`src/rtl/alu_arbiter_pkg.sv`:
```
// Shared ALU function codes and FSM state encoding for the ALU arbiter.
// No logic; constants only.
// No flow control.
package alu_arbiter_pkg;

    localparam logic [2:0] FN_INC   = 3'b000;
    localparam logic [2:0] FN_ADDC  = 3'b001;
    localparam logic [2:0] FN_ADD   = 3'b010;
    localparam logic [2:0] FN_ORXOR = 3'b011;
    localparam logic [2:0] FN_ROR   = 3'b100;
    localparam logic [2:0] FN_SHL   = 3'b101;
    localparam logic [2:0] FN_SHR   = 3'b110;
    localparam logic [2:0] FN_MUL   = 3'b111;

    localparam logic [1:0] ST_IDLE = 2'd0;
    localparam logic [1:0] ST_EXEC = 2'd1;
    localparam logic [1:0] ST_DONE = 2'd2;

endpackage

```
`src/rtl/alu_arbiter_alu_core.sv`:
```
// Shared 4-bit-operand ALU producing an 8-bit result.
// Latency: purely combinational.
// No flow control.
module alu_core
    import alu_arbiter_pkg::*;
(
    input  logic [2:0] func,
    input  logic [3:0] a,
    input  logic [3:0] b,
    output logic [7:0] result
);

    logic [7:0] a_ext;
    logic [7:0] b_ext;

    assign a_ext = {4'b0000, a};
    assign b_ext = {4'b0000, b};

    always_comb begin
        result = 8'h00;
        case (func)
            FN_INC:   result = a_ext + 8'd1;
            FN_ADDC:  result = a_ext + b_ext;
            FN_ADD:   result = a_ext + b_ext;
            FN_ORXOR: result = {a | b, a ^ b};
            FN_ROR:   result = {7'b0000000, |{a, b}};
            FN_SHL:   result = b_ext << a;
            FN_SHR:   result = b_ext >> a;
            FN_MUL:   result = a_ext * b_ext;
            default:  result = 8'h00;
        endcase
    end

endmodule

```
`src/rtl/alu_arbiter.sv`:
```
// Round-robin arbiter sharing one ALU between two private accumulators.
// Latency: req sampled at n, gnt at n+1, done + updated acc at n+2, next arbitration n+3.
// Requests outside IDLE are ignored; a requester holds req/func/opa until gnt.
module alu_arbiter
    import alu_arbiter_pkg::*;
(
    input  logic       clk,
    input  logic       reset_n,
    input  logic       req0,
    input  logic       req1,
    input  logic [2:0] func0,
    input  logic [2:0] func1,
    input  logic [3:0] opa0,
    input  logic [3:0] opa1,
    output logic       gnt0,
    output logic       gnt1,
    output logic       done0,
    output logic       done1,
    output logic [7:0] acc0,
    output logic [7:0] acc1,
    output logic       busy
);

    logic [1:0] state;
    logic       owner;
    logic       last_served;
    logic       winner;
    logic [2:0] func_q;
    logic [3:0] opa_q;
    logic [3:0] alu_b;
    logic [7:0] alu_result;

    // On a tie the port not served last wins; otherwise the lone requester.
    always_comb begin
        winner = 1'b0;
        if (req0 && req1) begin
            winner = ~last_served;
        end else if (req1) begin
            winner = 1'b1;
        end
    end

    assign alu_b = owner ? acc1[3:0] : acc0[3:0];

    alu_core u_alu_core (
        .func   (func_q),
        .a      (opa_q),
        .b      (alu_b),
        .result (alu_result)
    );

    always_ff @(posedge clk) begin
        if (!reset_n) begin
            state       <= ST_IDLE;
            owner       <= 1'b0;
            last_served <= 1'b1;
            func_q      <= 3'b000;
            opa_q       <= 4'h0;
            acc0        <= 8'h00;
            acc1        <= 8'h00;
        end else begin
            case (state)
                ST_IDLE: begin
                    if (req0 || req1) begin
                        state       <= ST_EXEC;
                        owner       <= winner;
                        last_served <= winner;
                        func_q      <= winner ? func1 : func0;
                        opa_q       <= winner ? opa1 : opa0;
                    end
                end
                ST_EXEC: begin
                    state <= ST_DONE;
                    if (owner) begin
                        acc1 <= alu_result;
                    end else begin
                        acc0 <= alu_result;
                    end
                end
                ST_DONE: begin
                    state <= ST_IDLE;
                end
                default: begin
                    state <= ST_IDLE;
                end
            endcase
        end
    end

    assign gnt0  = (state == ST_EXEC) && !owner;
    assign gnt1  = (state == ST_EXEC) &&  owner;
    assign done0 = (state == ST_DONE) && !owner;
    assign done1 = (state == ST_DONE) &&  owner;
    assign busy  = (state != ST_IDLE);

endmodule

```
`config.mk`:
```
export PLATFORM = sky130hd
export DESIGN_NAME = alu_arbiter
export DESIGN_NICKNAME = d
export VERILOG_FILES = /design/src/rtl/alu_arbiter_pkg.sv /design/src/rtl/alu_arbiter_alu_core.sv /design/src/rtl/alu_arbiter.sv
export SDC_FILE = /design/constraint.sdc
export NUM_CORES = 1
export LEC_CHECK = 0
export ABC_AREA = 0
export BUFFER_PORTS_ARGS = -buffer_cell sky130_fd_sc_hd__buf_2
export CORE_MARGIN = 3
export CORE_UTILIZATION = 45
export DETAILED_ROUTE_END_ITERATION = 6
export GPL_TIMING_DRIVEN = 0
export MAX_ROUTING_LAYER = met4
export PLACE_DENSITY = 0.68
export SLEW_MARGIN = 5
export SYNTH_ARGS = -nofsm -noshare
export SYNTH_HDL_FRONTEND = slang
export SYNTH_SLANG_ARGS = --single-unit
```
`constraint.sdc`:
```
create_clock -name clk -period 3.6 [get_ports clk]
set_input_delay 0.9 -clock clk [delete_from_list [all_inputs] [get_ports clk]]
set_output_delay 0.9 -clock clk [all_outputs]
set_load 0.1 [all_outputs]
```
== Word level (Yosys, flattened, before mapping) ==
Cells that the tools add are included.
Word-level totals
  bits of input ports: 18
  logic and storage cells: 49
  bits in registers: 27
  output and inout port bits: 21
Operators by class
  equal/unequal tests: 10
  reductions and logical operators: 15
  shift-type cells: 2
  add/sub/neg operators: 2
  mux-type cells: 8
  bitwise operators: 4
  multiply operators: 1
Operators by type and width (number)
  $pmux W8 S7: 1
  $eq A3 B3 Y1 const B: 4
  $mul A4 B4 Y8: 1
  $mux W4: 2
  $reduce_or A8 Y1: 1
  $shl A4 B4 Y8: 1
  $shr A4 B4 Y8: 1
  $eq A3 B2 Y1 const B: 2
  $reduce_and A2 Y1: 3
  $add A4 B1 Y5 const B: 1
  $add A4 B4 Y5: 1
  $logic_and A1 B1 Y1: 5
  $or A4 B4 Y4: 1
  $pmux W2 S2: 1
  $xor A4 B4 Y4: 1
  $eq A3 B1 Y1 const B: 1
  $logic_not A3 Y1: 1
  $mux W3: 1
  $eq A2 B1 Y1 const B: 1
  $eq A2 B2 Y1 const B: 1
  $logic_not A2 Y1: 1
  $mux W1: 2
  $mux W2: 1
  $ne A2 B2 Y1 const B: 1
  other kinds (5): 6

== Depth between registers and ports, before layout ==
  depth after elaboration: 3
  gate-level depth with buffers: 14
  gate-level depth less buffers: 13

== By module ==
From an unflattened synthesis, not the netlist that was laid out.
Unflattened totals
  cells, all modules: 279
  area, all modules: 2344.7 um^2
Modules (own cells, without submodules)
  alu_core: seq. area each 0.0 um^2, area each 1208.7 um^2, cells an instance 169, times used 1
  alu_arbiter: seq. area each 540.5 um^2, area each 1136.1 um^2, cells an instance 110, times used 1

== Worst setup path after synthesis ==
No wires, ideal clock.
  path kind: register -> register
  start: register acc0[3]
  end: register acc1[6]
  library setup time: 69 ps
  clock period less this slack: 3986 ps
  arrival time: 3917 ps
  stages on the path, launching flop included: 14
  buffers on the path: 0
  required time: 3531 ps
  path slack: -386 ps
  cells stage by stage: dfxtp_1 > mux2i_2 > inv_1 > nand2_1 > fa_1 > inv_1 > fa_1 > inv_1 > fa_1 > nor2b_1 > o21a_1 > nor3_1 > or3b_2 > o21ai_1
Between the ends
  cells in the longest elaborated chain, start to end: 3
  elaborated cells between the ends (all ways): 5
  classes of those cells: mul: 1; shift: 2; mux: 2
Ends and longest elaborated chain
  start, declared: line alu_arbiter.sv:19  | output logic [7:0] acc0,
  start signal, assigned: line alu_arbiter.sv:77  | acc0 <= alu_result;
  $mux W4 *: line alu_arbiter.sv:43  | assign alu_b = owner ? acc1[3:0] : acc0[3:0];
  $mul A4 B4 Y8, or another cell as far along: line alu_arbiter_alu_core.sv:29  | FN_MUL: result = a_ext * b_ext;
  $pmux W8 S7 *: line alu_arbiter_alu_core.sv:21  | case (func)
  end signal, assigned: line alu_arbiter.sv:75  | acc1 <= alu_result;
  end, declared: line alu_arbiter.sv:20  | output logic [7:0] acc1,
Every way passes the cells marked *; elsewhere a longest branch is shown, timed or not.
A chain may end at the register's enable or synchronous reset.

== Final worst setup path ==
  start: register owner
  end: register acc0[7]
Between the ends
  cells in the longest elaborated chain, start to end: 3
  elaborated cells between the ends (all ways): 8
  classes of those cells: mul: 1; shift: 2; mux: 2; bitwise: 2; reduce/logical: 1
Ends and longest elaborated chain
  start, declared: line alu_arbiter.sv:25  | logic owner;
  start signal, assigned: line alu_arbiter.sv:66  | owner <= winner;
  $mux W4: line alu_arbiter.sv:43
  $mul A4 B4 Y8, or another cell as far along: line alu_arbiter_alu_core.sv:29
  $pmux W8 S7: line alu_arbiter_alu_core.sv:21
Parallel ways exist; a longest one is shown, timed or not.

==> impl_metrics.env <==
export IMPL_endpoint_kind="register"
export IMPL_synthArstFlopShare=0
export IMPL_antenna_found_initial=0
export IMPL_area_growth_syn_to_layout_pct=16.8
export IMPL_fillers=477
export IMPL_maxSlewViolCount=0
export IMPL_routedWlPerCell_um=16.2
export IMPL_grt_max_degree=19
export IMPL_die_area_um2=6620
export IMPL_switching_share=0.433
export IMPL_cts_tree="yes"
export IMPL_avgViaCountPerCell=5.68
export IMPL_cpMostUsedCell="fa_1"
export IMPL_grt_pass1_vias=2278
export IMPL_drive_above_1_share=0.288
export IMPL_r2r_setup_slack_ns=0.13
export IMPL_run_status="finished clean"
export IMPL_yosys_area_top_type_share=0.211
export IMPL_start_util=0.482
export IMPL_worst_ir_drop_vdd_uv=229
export IMPL_power_per_cell_area_nw_per_um2=327
export IMPL_p_seq_frac=0.361
export IMPL_cts_hold_buf=0
export IMPL_die_y_um=81.4
export IMPL_wl_met2_um=3010
export IMPL_crit_family="adder cells"
export IMPL_drt_total_wl_um=6630
export IMPL_skew_ns=0.00984
export IMPL_overflow=0
export IMPL_pwr_share_comb=0.458
export IMPL_syn_nets=343
export IMPL_ys_types=66
export IMPL_routabilityCongestion=0.943
export IMPL_internal_power_mw=0.555
export IMPL_critPathBufInv=3
export IMPL_coreArea_um2=5300
export IMPL_avgSynthCellArea_um2=8.69
export IMPL_cts_root_buf="clkbuf_8"
export IMPL_seq_area_frac_synth=0.211
export IMPL_clock_path_buffers=2
export IMPL_tightest_slew_ns=0.469
export IMPL_final_util=0.563
export IMPL_switchingPower_mw=0.423
export IMPL_synthTopCellsByCount="dfxtp_1, nand2_1, ha_1, inv_1, nor2_1"
export IMPL_top_layer="met4"
export IMPL_m1WireLength_um=3190
export IMPL_slew_headroom=0.681
export IMPL_rsz0062_at_grt="true"
export IMPL_fin_area_um2=2990
export IMPL_synth_largest_area_cell="dfxtp_1"
export IMPL_synth_edf_count=0
export IMPL_critPathLaunchType="register"
export IMPL_hold_violations=0
export IMPL_power_share_clock=0.181
export IMPL_max_cap_violations=0
export IMPL_syn_inst=294
export IMPL_cts_max_level=1
export IMPL_hpwl_um=5120
export IMPL_min_period_ns=3.47
export IMPL_finalCritPeriodShare=0.963
export IMPL_ys_warn_count=0
export IMPL_final_nets=390
export IMPL_first_iter_violations=192
export IMPL_cp_arrival_ns=3.68
export IMPL_rows=26
export IMPL_wl_met3_um=339
export IMPL_slowest_stage="or4b_2"
export IMPL_cts_sinks=27
export IMPL_required_ns=3.81
export IMPL_clock_latency_ns=0.28
export IMPL_setup_viol=0
export IMPL_cts_buffers=3
export IMPL_ys_ff_latch=27
export IMPL_dr_total_vias=2328
export IMPL_antenna_left=0
export IMPL_crit_path_max_incr_delay_ns=0.65
export IMPL_critical_path_class="reg2reg"
export IMPL_portBuffers=38
export IMPL_place_area_um2=2850
export IMPL_syn_area_um2=2560
export IMPL_synthTopCellsByArea="dfxtp_1, ha_1, nand2_1"
export IMPL_track_usage=0.220
export IMPL_clock_fmax_mhz=288
export IMPL_dr_pass1_iters=4
export IMPL_drc=0
export IMPL_worstHoldPathType="reg2reg"
export IMPL_grt_pass1_wl_um=11000
export IMPL_synthFlopType="dfxtp_1"
export IMPL_diodes=0
export IMPL_crit_chain="buf_6, mux2i_4, inv_2, nand2_1, fa_1, inv_1, fa_1, ha_1, a211oi_2, or4b_2, o2111ai_2, a31oi_4, a21oi_1"
export IMPL_io_pins=39
export IMPL_p_leak_nw=1.40
export IMPL_clkTransAtPathRegs_ns=0.10
export IMPL_cp_max_fo=6
export IMPL_die_w_um=81.4
## per-stage QoR
step	setup WS (ns)	hold slack (ns)	instances	total power, mW	setup TNS (ns)
floorplan	0.00688	0.488	294	0.695	0
global placement	-0.268	0.497	402	0.789	-1.73
global route	-0.0104	0.557	410	1.03	-0.0206
CTS	0.0198	0.530	406	0.966	0
finish	0.131	0.524	410	0.978	0
detailed placement	-0.246	0.502	402	0.790	-1.76
## final cells by class
class,count,area [um^2],share of cell area
plain buffers,18,135,0.0452
clock buffers,4,45.0,0.0151
inverters,22,82.6,0.0276
multi-input cells,226,1860,0.622
flip-flops and latches,27,552,0.185
well taps,70,87.6,0.0293
repair buffers,43,228,0.0762
## worst reg2reg max path, delay by kind of cell (launching register included)
family,cells,cell delay [ns]
mux,1,0.22
compound gates,4,0.51
fa+ha+maj,3,1.35
buf+inv,3,0.28
simple gates,2,0.73
flops,1,0.32
## cell families after synthesis
kind of cell,Yosys count,share of synthesized area
buffers and inverters,41,0.0866
xor gates and xnor gates,3,0.0103
muxes,17,0.0974
DFF,27,0.211
and+or+nand+nor,96,0.209
AOI/OAI and AO/OA,79,0.219
adders and majority gates,31,0.166
## cells in the final DEF (no fill, tap or decap), types with 6 or more instances in the layout
cell	count
a21oi_1	15
nand2b_1	6
nor2b_1	7
inv_1	19
clkbuf_8	6
dfxtp_2	6
mux2i_1	9
nand2_1	27
buf_2	43
buf_4	7
o21ai_0	14
nand3_1	9
o211a_1	7
ha_1	25
dfxtp_1	20
nor2_1	19
## power groups by stage
stage	Clock, mW	Combinational (mW)	Sequential, mW
after detailed placement	0	0.431	0.359
final	0.177	0.448	0.353
after CTS	0.179	0.435	0.352
after floorplan	0	0.262	0.433
after global placement	0	0.430	0.359
after global routing	0.189	0.486	0.356
## registers in the layout, indices dropped and copies added, names as in the netlist
| register | count |
|---|---|
| last_served | 1 |
| opa_q | 4 |
| state | 2 |
| func_q | 3 |
| acc0 | 8 |
| owner | 1 |
| acc1 | 8 |
## repair_timing
action / in CTS / in global routing
endpoints found under the setup margin: 10 / 10
resized for setup: 1 / 10
pin swaps: 0 / 4
buffers inserted: 1 / 4
endpoints found under the hold margin: 0 / 0
## path summary, 6_finish.rpt
path            from       to  cells past startpoint
max            owner  acc0[7]                     13
min          acc1[3]  acc1[3]                      2
max reg2reg    owner  acc0[7]                     13
min reg2reg  acc1[3]  acc1[3]                      2
## metal layers
layer / global-route usage / vias up
met5: - / -
met4: 0.0608 / 0
met3: 0.0299 / 10
met2: 0.348 / 62
met1: 0.295 / 1093
li1: - / 1163
No activity file was read; power rests on OpenSTA's default activity.
